===== src/rtl/regfile_wb_sched_if.sv =====
// Writeback-scheduler bus bundle.
//   Requesters present wb_valid/wb_rd/wb_data per lane and see a one-hot
//   wb_ready grant. rf_* is the registered register-file write port. iss_* is
//   the issue-stage hazard query. flush is the pipeline flush. busy is the
//   scoreboard view.
//   wb_rd[i] and wb_data[i] occupy bits [5i+4:5i] and [64i+63:64i] of the
//   packed vectors.
// master: execute/issue side, which drives requests. slave: the scheduler.
interface regfile_wb_sched_if #(parameter int N = 3);
  logic [N-1:0]        wb_valid;
  logic [N-1:0][4:0]   wb_rd;
  logic [N-1:0][63:0]  wb_data;
  logic [N-1:0]        wb_ready;
  logic                rf_wen;
  logic [4:0]          rf_rd;
  logic [63:0]         rf_wdata;
  logic                iss_valid;
  logic                iss_rd_en;
  logic [4:0]          iss_rd;
  logic [4:0]          iss_rs1;
  logic [4:0]          iss_rs2;
  logic                iss_ready;
  logic                flush;
  logic [31:0]         busy;

  modport master (
    output wb_valid, wb_rd, wb_data, iss_valid, iss_rd_en, iss_rd, iss_rs1,
           iss_rs2, flush,
    input  wb_ready, rf_wen, rf_rd, rf_wdata, iss_ready, busy
  );

  modport slave (
    input  wb_valid, wb_rd, wb_data, iss_valid, iss_rd_en, iss_rd, iss_rs1,
           iss_rs2, flush,
    output wb_ready, rf_wen, rf_rd, rf_wdata, iss_ready, busy
  );
endinterface


===== src/rtl/regfile_wb_sched.sv =====
// Writeback scheduler and busy scoreboard for the 32 x 64-bit register file.
//   clock, reset : rising-edge clock and asynchronous active-high reset.
//   bus (slave)  : N writeback requesters that share one register-file write
//                  port through round-robin arbitration. The block also
//                  provides a RAW/WAW hazard check for the issue stage and the
//                  per-register busy bits.
module regfile_wb_sched #(
  parameter int N = 3
) (
  input  logic              clock,
  input  logic              reset,
  regfile_wb_sched_if.slave bus
);

  logic [2:0]   ptr, ptr_nxt;
  logic [N-1:0] grant;
  logic         gnt_any;
  logic [4:0]   sel_rd;
  logic [63:0]  sel_data;
  logic [31:0]  busy_q, busy_nxt;
  logic         issue;

  // Round-robin grant. The first pass covers indices ptr..N-1 and the second
  // pass wraps around to 0. This yields a mod-N scan without variable-width
  // index arithmetic.
  always_comb begin
    grant   = '0;
    gnt_any = 1'b0;
    for (int i = 0; i < N; i++) begin
      if (!gnt_any && bus.wb_valid[i] && (3'(i) >= ptr)) begin
        grant[i] = 1'b1;
        gnt_any  = 1'b1;
      end
    end
    for (int i = 0; i < N; i++) begin
      if (!gnt_any && bus.wb_valid[i]) begin
        grant[i] = 1'b1;
        gnt_any  = 1'b1;
      end
    end
    if (bus.flush) begin
      grant   = '0;
      gnt_any = 1'b0;
    end
  end

  assign bus.wb_ready = grant;

  // The grant is one-hot, so an AND-OR mux selects the winning lane. The same
  // loop computes the pointer that follows the winner.
  always_comb begin
    sel_rd   = '0;
    sel_data = '0;
    ptr_nxt  = ptr;
    for (int i = 0; i < N; i++) begin
      if (grant[i]) begin
        sel_rd   = sel_rd   | bus.wb_rd[i];
        sel_data = sel_data | bus.wb_data[i];
        ptr_nxt  = (i == N - 1) ? 3'd0 : 3'(i + 1);
      end
    end
  end

  // Output stage. A handshake always completes, but a write to x0 is dropped
  // by holding rf_wen low. rf_rd and rf_wdata hold when no handshake occurs.
  always_ff @(posedge clock or posedge reset) begin
    if (reset) begin
      ptr          <= '0;
      bus.rf_wen   <= 1'b0;
      bus.rf_rd    <= '0;
      bus.rf_wdata <= '0;
    end else begin
      ptr <= ptr_nxt;
      if (gnt_any) begin
        bus.rf_wen   <= (sel_rd != 5'd0);
        bus.rf_rd    <= sel_rd;
        bus.rf_wdata <= sel_data;
      end else begin
        bus.rf_wen   <= 1'b0;
      end
    end
  end

  // The hazard check uses only the scoreboard and the issue fields, so it has
  // no path from wb_valid. Register x0 never stalls.
  assign bus.iss_ready = ~bus.flush
                       & ~(busy_q[bus.iss_rs1] & (bus.iss_rs1 != 5'd0))
                       & ~(busy_q[bus.iss_rs2] & (bus.iss_rs2 != 5'd0))
                       & ~(bus.iss_rd_en & busy_q[bus.iss_rd] & (bus.iss_rd != 5'd0));

  assign issue = bus.iss_valid & bus.iss_ready & bus.iss_rd_en;

  // The clear is applied first so that a set to the same register wins. A
  // flush overrides both.
  always_comb begin
    busy_nxt = busy_q;
    if (bus.rf_wen)
      busy_nxt[bus.rf_rd] = 1'b0;
    if (issue)
      busy_nxt[bus.iss_rd] = 1'b1;
    if (bus.flush)
      busy_nxt = '0;
    busy_nxt[0] = 1'b0;
  end

  always_ff @(posedge clock or posedge reset) begin
    if (reset) busy_q <= '0;
    else       busy_q <= busy_nxt;
  end

  assign bus.busy = busy_q;

endmodule

===== src/flat_wrapper.sv =====
// flat-port wrapper written by rule: the top's interface ports become plain ports
module regfile_wb_sched_flat 
#(
  parameter int N = 3
)
  (clock, reset, bus_wb_valid, bus_wb_rd, bus_wb_data, bus_iss_valid, bus_iss_rd_en, bus_iss_rd, bus_iss_rs1, bus_iss_rs2, bus_flush, bus_wb_ready, bus_rf_wen, bus_rf_rd, bus_rf_wdata, bus_iss_ready, bus_busy);
  regfile_wb_sched_if #(.N(N)) bus_i ();
  input  logic clock;
  input  logic reset;
  input wire logic [$bits(bus_i.wb_valid)-1:0] bus_wb_valid;
  input wire logic [$bits(bus_i.wb_rd)-1:0] bus_wb_rd;
  input wire logic [$bits(bus_i.wb_data)-1:0] bus_wb_data;
  input wire logic [$bits(bus_i.iss_valid)-1:0] bus_iss_valid;
  input wire logic [$bits(bus_i.iss_rd_en)-1:0] bus_iss_rd_en;
  input wire logic [$bits(bus_i.iss_rd)-1:0] bus_iss_rd;
  input wire logic [$bits(bus_i.iss_rs1)-1:0] bus_iss_rs1;
  input wire logic [$bits(bus_i.iss_rs2)-1:0] bus_iss_rs2;
  input wire logic [$bits(bus_i.flush)-1:0] bus_flush;
  output wire logic [$bits(bus_i.wb_ready)-1:0] bus_wb_ready;
  output wire logic [$bits(bus_i.rf_wen)-1:0] bus_rf_wen;
  output wire logic [$bits(bus_i.rf_rd)-1:0] bus_rf_rd;
  output wire logic [$bits(bus_i.rf_wdata)-1:0] bus_rf_wdata;
  output wire logic [$bits(bus_i.iss_ready)-1:0] bus_iss_ready;
  output wire logic [$bits(bus_i.busy)-1:0] bus_busy;
  assign bus_i.wb_valid = bus_wb_valid;
  assign bus_i.wb_rd = bus_wb_rd;
  assign bus_i.wb_data = bus_wb_data;
  assign bus_i.iss_valid = bus_iss_valid;
  assign bus_i.iss_rd_en = bus_iss_rd_en;
  assign bus_i.iss_rd = bus_iss_rd;
  assign bus_i.iss_rs1 = bus_iss_rs1;
  assign bus_i.iss_rs2 = bus_iss_rs2;
  assign bus_i.flush = bus_flush;
  assign bus_wb_ready = bus_i.wb_ready;
  assign bus_rf_wen = bus_i.rf_wen;
  assign bus_rf_rd = bus_i.rf_rd;
  assign bus_rf_wdata = bus_i.rf_wdata;
  assign bus_iss_ready = bus_i.iss_ready;
  assign bus_busy = bus_i.busy;
  regfile_wb_sched #(.N(N)) u_core (.clock(clock), .reset(reset), .bus(bus_i));
endmodule

===== config.mk =====
export PLATFORM = sky130hd
export DESIGN_NAME = regfile_wb_sched_flat
export DESIGN_NICKNAME = d
export VERILOG_FILES = /design/src/rtl/regfile_wb_sched_if.sv /design/src/rtl/regfile_wb_sched.sv /design/src/flat_wrapper.sv
export SDC_FILE = /design/constraint.sdc
export NUM_CORES = 1
export LEC_CHECK = 0
export ABC_AREA = 1
export CORE_AREA = 2 2 129 131
export DETAILED_ROUTE_END_ITERATION = 8
export DIE_AREA = 0 0 131 133
export PLACE_DENSITY = 0.92
export SYNTH_ARGS = -nofsm -noshare
export SYNTH_HDL_FRONTEND = slang
export SYNTH_SLANG_ARGS = --single-unit

===== constraint.sdc =====
create_clock -name clock -period 4.74 [get_ports clock]
set_clock_uncertainty 0.15 [all_clocks]
set_input_delay 0.948 -clock clock [delete_from_list [all_inputs] [get_ports clock]]
set_output_delay 0.948 -clock clock [all_outputs]
set_load 0.01 [all_outputs]

==> flow_metrics.py, run 1 <==
metrics = {
    "final_layout": {
        "fin_util_pct": 62.3,
        "area_growth_pct": 59.1,
        "fin_cells": 1457,
        "final_nets": 1460,
        "drive_gt1_share_pct": 3.89,
    },
    "power": {
        "p_per_area_nw_per_um2": 277,
        "total_power_mw": 2.80,
        "p_leak_nw": 4.25,
        "vdd_drop_max_uv": 213,
    },
    "grt": {
        "grt_use_total_pct": 30.0,
        "grt_pass1_vias": 7804,
        "grt_max_degree": 70,
        "antenna_found_initial": 4,
        "grt_pass1_wl_mm": 40.5,
        "grt_remaining_overflow": 0,
    },
    "timing": {
        "layout_min_cycle_time_ns": 4.41,
        "grt_setup_unrepaired": "false",
        "final.setup.tns_ns": 0,
        "finalSetupViolCount": 0,
        "max_freq_mhz": 227,
        "drv_slew": 0,
        "worst_pin_slew_ns": 0.870,
        "post-route-period-util_pct": 93.1,
        "hold_viol": 0,
        "relSlewSlack_pct": 41.9,
    },
    "clocking": {
        "post_cts_buffers": 0,
        "cts_tree": "yes",
        "clkTransAtPathRegs_ns": 0.07,
        "htree_levels": 3,
        "clock_path_buffers": 2,
        "clock_latency_ns": 0.35,
        "ctsResizeCount": 0,
        "postCtsHoldBufs": 0,
        "numCtsBuffers": 9,
        "root_buffer": "clkbuf_16",
        "cts.sinks": 103,
    },
    "worst_setup_path": {
        "crit_type": "input port to output port",
        "cp.arrival_ns": 3.32,
        "required_ns": 3.64,
        "path_max_fanout": 12,
        "critPathLaunchType": "input port",
        "end_kind": "output port",
    },
    "floorplanning": {
        "die_h_um": 133,
        "die_w_um": 131,
        "start_util_pct": 39.2,
        "io_pins": 336,
        "coreArea_um2": 16200,
        "num_rows": 47,
        "die_area_um2": 17400,
    },
    "logic_synthesis": {
        "async_reset_ff_share_pct": 100,
        "ys_warn_count": 0,
        "synthTopCellsByCount": "nand2_1, dfrtp_1, nand4_1",
        "synth_area_leaders": "dfrtp_1, nand2_1, nand4_1",
        "ys_dominant_reg_cell": "dfrtp_1",
        "synthCells": 919,
        "ys_types": 34,
        "synth_area_per_cell_um2": 6.89,
        "synth_top_cell_by_area": "dfrtp_1",
        "mappedNetlistArea_um2": 6330,
        "synth_top_area_share_pct": 40.7,
        "yosysMostFrequentCell": "nand2_1",
        "synth_fp_nets": 1149,
        "yosysSeqAreaShare_pct": 40.7,
        "ys_ff_latch": 103,
        "synth_edf_count": 0,
    },
    "route": {
        "antenna_left": 0,
        "vias": 7885,
        "drc": 0,
        "totalWireLength_mm": 26.6,
        "vias_per_cell": 5.41,
        "drt_iter0_drc": 628,
        "wl_per_cell_um": 18.2,
        "firstDrtPassIters": 6,
    },
    "worst_hold_path": {
        "hold_class": "register to register",
    },
    "placed_design": {
        "place_congestion": 1.03,
        "dp_hpwl_mm": 20.1,
        "place.port_buffers": 334,
        "placedCellCount": 1439,
    },
    "job": {
        "maxCapViolCount": 0,
    },
    "run_status": {
        "status": "finished, final reports clean",
    },
}
[worst max-delay path, stage by stage]
cell and delay (ns):
clkdlybuf4s50_1 0.70, buf_4 0.26, nand2_1 0.07, o211ai_1 0.08
nand2_1 0.07, nor2_1 0.11, nand2_1 0.07, nand3_1 0.08
nand2_1 0.08, nor2_4 0.11, and2_1 0.17, clkdlybuf4s50_1 0.55
[per-layer routing]
metal / wire [µm] / GRT usage [%] / part of all wire, % / up-vias
li1: - / - / - / 3659
met1: 9510 / 35.0 / 36 / 3689
met2: 12900 / 49.3 / 48 / 440
met3: 2990 / 10.0 / 11 / 93
met4: 1190 / 14.2 / 4.5 / 4
met5: 27 / 0 / 0.10 / -
[final timing paths]
| path | from | endpoint | slack (ns) | depth (start not counted) |
|---|---|---|---|---|
| min in group asynchronous | reset | u_core.bus.rf_wdata[1]$_DFFE_PP0P_ | 0.97 | 2 |
| max in group asynchronous | reset | u_core.bus.busy[1]$_DFF_PP0_ | 2.57 | 3 |
| worst max-delay path | bus_iss_rs2[0] | bus_iss_ready | 0.33 | 12 |
| worst min-delay path | u_core.bus.rf_wdata[32]$_DFFE_PP0P_ | u_core.bus.rf_wdata[32]$_DFFE_PP0P_ | 0.35 | 2 |
| worst min register to register | u_core.bus.rf_wdata[32]$_DFFE_PP0P_ | u_core.bus.rf_wdata[32]$_DFFE_PP0P_ | 0.35 | 2 |
| worst max register to register | u_core.ptr[0]$_DFFE_PP0P_ | u_core.bus.rf_wdata[34]$_DFFE_PP0P_ | 2.30 | 8 |
[state kept, by name, summed over array words and instances, names as in the netlist]
register / cells
u_core.bus.busy: 31
u_core.bus.rf_wdata: 64
u_core.bus.rf_rd: 5
u_core.ptr: 2
u_core.bus.rf_wen: 1
[cell type report]
cell class                      count  area (µm²)
Antenna cell                        2        5.00
Clock buffer                       11         243
Clock inverter                      5        63.8
Fill cell                        1364        6100
Inverter                           66         258
Multi-Input combinational cell    702        3190
Sequential cell                   103        2580
Tap cell                          220         275
Timing Repair Buffer              348        3460
[through the flow]
stage	worst slack (ns)	hold slack, ns	instance area (µm²)
2_1_floorplan	0.938	0.331	6330
3_3_place_gp	0.403	0.332	9760
3_5_place_dp	0.391	0.337	9760
4_1_cts	0.374	0.354	10100
5_1_grt	0.149	0.377	10100
6_report	0.326	0.352	10100
[cell families (layout without fill, tap and decap cells)]
family,after synthesis,in the layout,synth area share (%)
simple gates,595,595,40.7
buf+inv,114,430,8.99
compound gates,106,106,9.50
flops,103,103,40.7
other cells,1,3,0.0592
[layout by cell type (no fill, tap or decap), drive strengths merged, types with 2 or more instances in the layout]
master / Yosys / final
nand2: 385 / 385
clkdlybuf4s50: 0 / 334
inv: 64 / 69
o211ai: 12 / 12
nor2: 57 / 57
clkbuf: 15 / 11
diode: 0 / 2
nor3: 8 / 8
buf: 33 / 14
nand4: 95 / 95
a22oi: 6 / 6
a31oi: 2 / 2
dfrtp: 103 / 103
a21oi: 38 / 38
nand3: 46 / 46
o21ai: 47 / 47
or2: 2 / 2
[power breakdown]
part / internal, mW / total, mW / switching (mW)
logic: 0.483 / 0.926 / 0.442
registers: 1.00 / 1.09 / 0.0866
clock network: 0.431 / 0.783 / 0.352
Note: power is estimated with default switching activity, not from simulation.
==> run 2: changes to the inputs <==
CORE_AREA = not set   (was 2 2 129 131)
CORE_UTILIZATION = 33   (was not set)
DIE_AREA = not set   (was 0 0 131 133)
PLACE_DENSITY = 0.8   (was 0.92)
==> run 2 against run 1 <==
Net effect:
- design area hardly changed
- hold slack lost 0.00098 ns
- cell count is 0.89% higher
- largest cell class unchanged
- core utilization is 8.6 points lower
- die area rose by 13%
- non-clock buffer count decreased by 2
- sequential power hardly changed
- first-iteration DRC count down 21%
- critical path depth fell by 1
- routed wire length decreased by 2.6%
- worst setup slack better by 0.014 ns
==> flow_metrics.py, run 2 (synthesis results as in run 1) <==
metrics = {
    "clocking": {
        "cts_tree": "yes",
        "root_buffer": "clkbuf_16",
        "postCtsHoldBufs": 0,
        "numCtsBuffers": 9,
        "post_cts_buffers": 0,
        "clock_path_buffers": 2,
        "cts.sinks": 103,
        "clkTransAtPathRegs_ns": 0.07,
        "htree_levels": 3,
        "clock_latency_ns": 0.35,
        "ctsResizeCount": 0,
    },
    "worst_setup_path": {
        "max_stage_delay_ns": 0.71,
        "crit_family": "buffers and inverters",
        "crit_type": "input port to output port",
        "worst_path_max_delay_cell": "clkdlybuf4s50_1",
        "critPathLaunchType": "input port",
        "cp.arrival_ns": 3.30,
        "r2r_setup_slack_ns": 2.30,
        "worstPathCellList": "clkdlybuf4s50_1, buf_4, nand2_1, nand3_1, nand3_1, nand3b_1, nand3_1, nand3_2, nor2_4, and2_1, clkdlybuf4s50_1",
        "end_kind": "output port",
        "path_max_fanout": 13,
        "crit_buf_inv": 3,
        "required_ns": 3.64,
        "crit_path_frequent_cell": "nand3_1",
    },
    "final_layout": {
        "fin_util_pct": 53.7,
        "layout_common_cells": "nand2_1, clkdlybuf4s50_1, dfrtp_1",
        "area_growth_pct": 59.0,
        "largest_register_ffs": 64,
        "fillers": 1742,
        "final_nets": 1458,
        "regMostFlops": "u_core.bus.rf_wdata",
        "drive_gt1_share_pct": 3.73,
        "layout_commonest_cell": "nand2_1",
    },
    "route": {
        "wl_per_cell_um": 17.6,
        "antenna_left": 0,
        "vias_per_cell": 5.21,
        "totalWireLength_mm": 25.9,
        "firstDrtPassIters": 6,
        "drt_iter0_drc": 495,
        "drc": 0,
        "vias": 7659,
    },
    "timing": {
        "relSlewSlack_pct": 36.2,
        "drv_slew": 0,
        "post-route-period-util_pct": 92.8,
        "max_freq_mhz": 227,
        "final.setup.tns_ns": 0,
        "layout_min_cycle_time_ns": 4.40,
        "hold_viol": 0,
        "grt_setup_unrepaired": "false",
        "finalSetupViolCount": 0,
        "worst_pin_slew_ns": 0.957,
    },
    "grt": {
        "antenna_found_initial": 3,
        "grt_pass1_vias": 7408,
        "grt_pass1_wl_mm": 40.1,
        "grt_remaining_overflow": 0,
        "grt_max_degree": 75,
        "grt_use_total_pct": 26.2,
    },
    "power": {
        "vdd_drop_max_uv": 172,
        "p_leak_nw": 4.23,
        "p_per_area_nw_per_um2": 274,
    },
    "floorplanning": {
        "die_area_um2": 19700,
        "start_util_pct": 33.7,
        "coreArea_um2": 18800,
        "io_pins": 336,
        "die_w_um": 141,
        "die_h_um": 141,
        "num_rows": 50,
    },
    "job": {
        "maxCapViolCount": 0,
    },
    "worst_hold_path": {
        "hold_class": "register to register",
    },
    "placed_design": {
        "place.port_buffers": 334,
        "dp_hpwl_mm": 19.6,
        "place_congestion": 0.972,
    },
    "run_status": {
        "status": "finished, final reports clean",
    },
}
run 2: stage by stage:
stage               worst slack, ns  power [mW]  cell area (µm²)  hold WS [ns]  cells
floorplan                     0.938        1.45             6330         0.331    919
global placement              0.370        2.00             9770         0.333   1451
detailed placement            0.374        2.01             9770         0.337   1451
CTS                           0.362        2.77            10100         0.354   1467
global route                  0.216        2.90            10100         0.370   1470
finish                        0.340        2.76            10100         0.351   1470
run 2: worst paths after layout:
path	start	endpoint	cells after the start
worst max-delay path	bus_iss_rs1[0]	bus_iss_ready	11
worst min-delay path	u_core.bus.rf_wdata[28]$_DFFE_PP0P_	u_core.bus.rf_wdata[28]$_DFFE_PP0P_	2
worst max register to register	u_core.ptr[0]$_DFFE_PP0P_	u_core.bus.rf_wen$_DFF_PP0_	10
worst min register to register	u_core.bus.rf_wdata[28]$_DFFE_PP0P_	u_core.bus.rf_wdata[28]$_DFFE_PP0P_	2
max in group asynchronous	reset	u_core.bus.rf_wdata[51]$_DFFE_PP0P_	3
min in group asynchronous	reset	u_core.bus.rf_wdata[4]$_DFFE_PP0P_	2
run 2: report_power, final:
| group | leakage, nW | switching (mW) | internal, mW |
|---|---|---|---|
| logic | 2.77 | 0.434 | 0.482 |
| clock network | 0.140 | 0.341 | 0.413 |
| registers | 1.33 | 0.0846 | 1.00 |
run 2: final cells by class:
type | instances | area, µm² | area share (%)
timing repair buffer | 346 | 3450 | 34.2
multi-input combinational | 702 | 3190 | 31.7
sequential | 103 | 2580 | 25.6
tap | 234 | 293 | 2.91
inverter | 66 | 258 | 2.56
clock buffer | 10 | 229 | 2.27
clock inverter | 6 | 67.6 | 0.671
antenna | 3 | 7.51 | 0.0745
run 2: routing by layer:
metal  track usage (%)  wire length, µm  up-vias
li1                  -                -     3655
met1              30.5             9780     3558
met2              44.8            12700      388
met3              7.59             2440       58
met4              11.9             1000        0
met5                 0                0        -
run 2: worst register-to-register path, cell delays in order, from the launching register on:
cell and delay [ns]:
dfrtp_1 0.38, nor2_1 0.08, o21ai_2 0.15, o211ai_1 0.13, or2_1 0.29, a21oi_4 0.15
buf_4 0.59, nand2_1 0.22, nand2_1 0.12, nor2_1 0.05, nand3_1 0.07
==> run 3: changes to the inputs <==
SLEW_MARGIN = 30   (was not set)
==> run 3 against run 2 <==
Net effect:
- routed wire length about the same
- global-route usage unchanged
- register-to-register slack hardly changed
- hold slack barely moved
- largest cell class unchanged
==> flow_metrics.py, run 3 (synthesis results as in run 1) <==
metrics = {
    "floorplanning": {
        "io_pins": 336,
        "num_rows": 50,
        "coreArea_um2": 18800,
        "die_area_um2": 19700,
        "die_h_um": 141,
        "start_util_pct": 33.7,
        "die_w_um": 141,
    },
    "grt": {
        "grt_use_total_pct": 26.2,
        "grt_remaining_overflow": 0,
        "grt_pass1_vias": 7408,
        "antenna_found_initial": 3,
        "grt_max_degree": 75,
        "grt_pass1_wl_mm": 40.1,
    },
    "clocking": {
        "root_buffer": "clkbuf_16",
        "post_cts_buffers": 0,
        "cts.sinks": 103,
        "postCtsHoldBufs": 0,
        "ctsResizeCount": 0,
        "numCtsBuffers": 9,
        "htree_levels": 3,
        "cts_tree": "yes",
        "clkTransAtPathRegs_ns": 0.07,
        "clock_latency_ns": 0.35,
        "clock_path_buffers": 2,
    },
    "final_layout": {
        "layout_commonest_cell": "nand2_1",
        "drive_gt1_share_pct": 3.73,
        "largest_register_ffs": 64,
        "stdcell_area_um2": 10100,
        "layout_common_cells": "nand2_1, clkdlybuf4s50_1, dfrtp_1",
        "fin_cells": 1470,
        "area_growth_pct": 59.1,
        "final_nets": 1458,
        "regMostFlops": "u_core.bus.rf_wdata",
    },
    "worst_setup_path": {
        "critPathLaunchType": "input port",
        "crit_family": "buffers and inverters",
        "max_stage_delay_ns": 0.71,
        "worst_path_max_delay_cell": "clkdlybuf4s50_1",
        "end_kind": "output port",
        "worstPathCellList": "clkdlybuf4s50_1, buf_4, nand2_1, nand3_1, nand3_1, nand3b_1, nand3_1, nand3_2, nor2_4, and2_1, clkdlybuf4s50_1",
        "cp.arrival_ns": 3.30,
        "crit_path_frequent_cell": "nand3_1",
        "crit_path_start": "bus_iss_rs1[0]",
        "path_max_fanout": 13,
        "reg2reg_depth": 10,
        "r2r_setup_slack_ns": 2.30,
        "crit_type": "input port to output port",
        "rr_startpoint": "u_core.ptr[0]$_DFFE_PP0P_",
        "required_ns": 3.64,
        "rr_endpoint": "u_core.bus.rf_wen$_DFF_PP0_",
        "crit_buf_inv": 3,
    },
    "placed_design": {
        "postPlaceCellArea_um2": 9770,
        "dp_hpwl_mm": 19.6,
        "place.port_buffers": 334,
        "placedCellCount": 1451,
        "place_congestion": 0.972,
    },
    "worst_hold_path": {
        "hold_class": "register to register",
        "whs_path_depth": 2,
        "min_to": "u_core.bus.rf_wdata[28]$_DFFE_PP0P_",
        "hold_start": "u_core.bus.rf_wdata[28]$_DFFE_PP0P_",
    },
    "run_status": {
        "status": "finished, final reports clean",
    },
    "timing": {
        "hold_viol": 0,
        "max_freq_mhz": 227,
        "final.setup.tns_ns": 0,
        "relSlewSlack_pct": 40.1,
        "post-route-period-util_pct": 92.8,
        "finalSetupViolCount": 0,
        "grt_setup_unrepaired": "false",
        "worst_pin_slew_ns": 0.897,
        "layout_min_cycle_time_ns": 4.40,
        "drv_slew": 0,
    },
    "route": {
        "wl_per_cell_um": 17.6,
        "drt_iter0_drc": 499,
        "vias": 7664,
        "totalWireLength_mm": 25.9,
        "firstDrtPassIters": 5,
        "vias_per_cell": 5.21,
        "antenna_left": 0,
        "drc": 0,
    },
    "power": {
        "p_leak_nw": 4.23,
        "p_seq_share_pct": 39.4,
        "clkPwrFrac_pct": 27.3,
        "p_switching_mw": 0.858,
        "vdd_drop_max_uv": 172,
        "p_per_area_nw_per_um2": 273,
        "switching_share_pct": 31.1,
        "p_int_mw": 1.90,
        "combPwrFrac_pct": 33.3,
    },
    "job": {
        "maxCapViolCount": 0,
    },
}
[run 3: cell counts in the layout (fill, tap and decap cells not counted)]
No cell type changed its count.
[run 3: per-layer routing]
metal  vias to the layer above  routed length (µm)  GRT usage [%]
met5                         -                   0              0
met4                         0                1010           11.9
met3                        60                2450           7.59
met2                       397               12700           44.8
met1                      3552                9740           30.5
li1                       3655                   -              -
[run 3: worst max-delay path by stage]
stage / cells after the start / end
after global routing: 11 / bus_iss_ready
after detailed placement: 11 / bus_iss_ready
after floorplan: 1 / u_core.bus.busy[10]$_DFF_PP0_
after global placement: 11 / bus_iss_ready
final: 11 / bus_iss_ready
after CTS: 11 / bus_iss_ready
[run 3: worst min-delay path, stage by stage, from the launching register on]
cell	delay (ns)
dfrtp_1	0.35
nand2_1	0.05
nand4_1	0.07
[run 3: area by class of cell]
| cell class | count | area [µm²] |
|---|---|---|
| clock inverters | 6 | 67.6 |
| clock buffers | 10 | 229 |
| well taps | 234 | 293 |
| flip-flops and latches | 103 | 2580 |
| fillers | 1740 | 8690 |
| diodes | 3 | 7.51 |
| multi-input cells | 702 | 3190 |
| inverters | 66 | 260 |
| repair buffers | 346 | 3450 |
[run 3: power groups by stage]
stage	registers (mW)	clock network (mW)	logic, mW
after detailed placement	1.09	0	0.914
after floorplan	1.14	0	0.306
after CTS	1.08	0.771	0.918
after global placement	1.09	0	0.906
final	1.09	0.752	0.917
after global routing	1.10	0.807	0.990
[run 3: metrics by stage]
stage	utilization (%)	power [mW]	worst slack [ns]	hold WS [ns]
6_report	53.7	2.75	0.341	0.351
5_1_grt	53.7	2.90	0.216	0.370
4_1_cts	53.6	2.77	0.362	0.354
3_5_place_dp	52.0	2.01	0.374	0.337
3_3_place_gp	52.0	2.00	0.370	0.333
2_1_floorplan	-	1.45	0.938	0.331
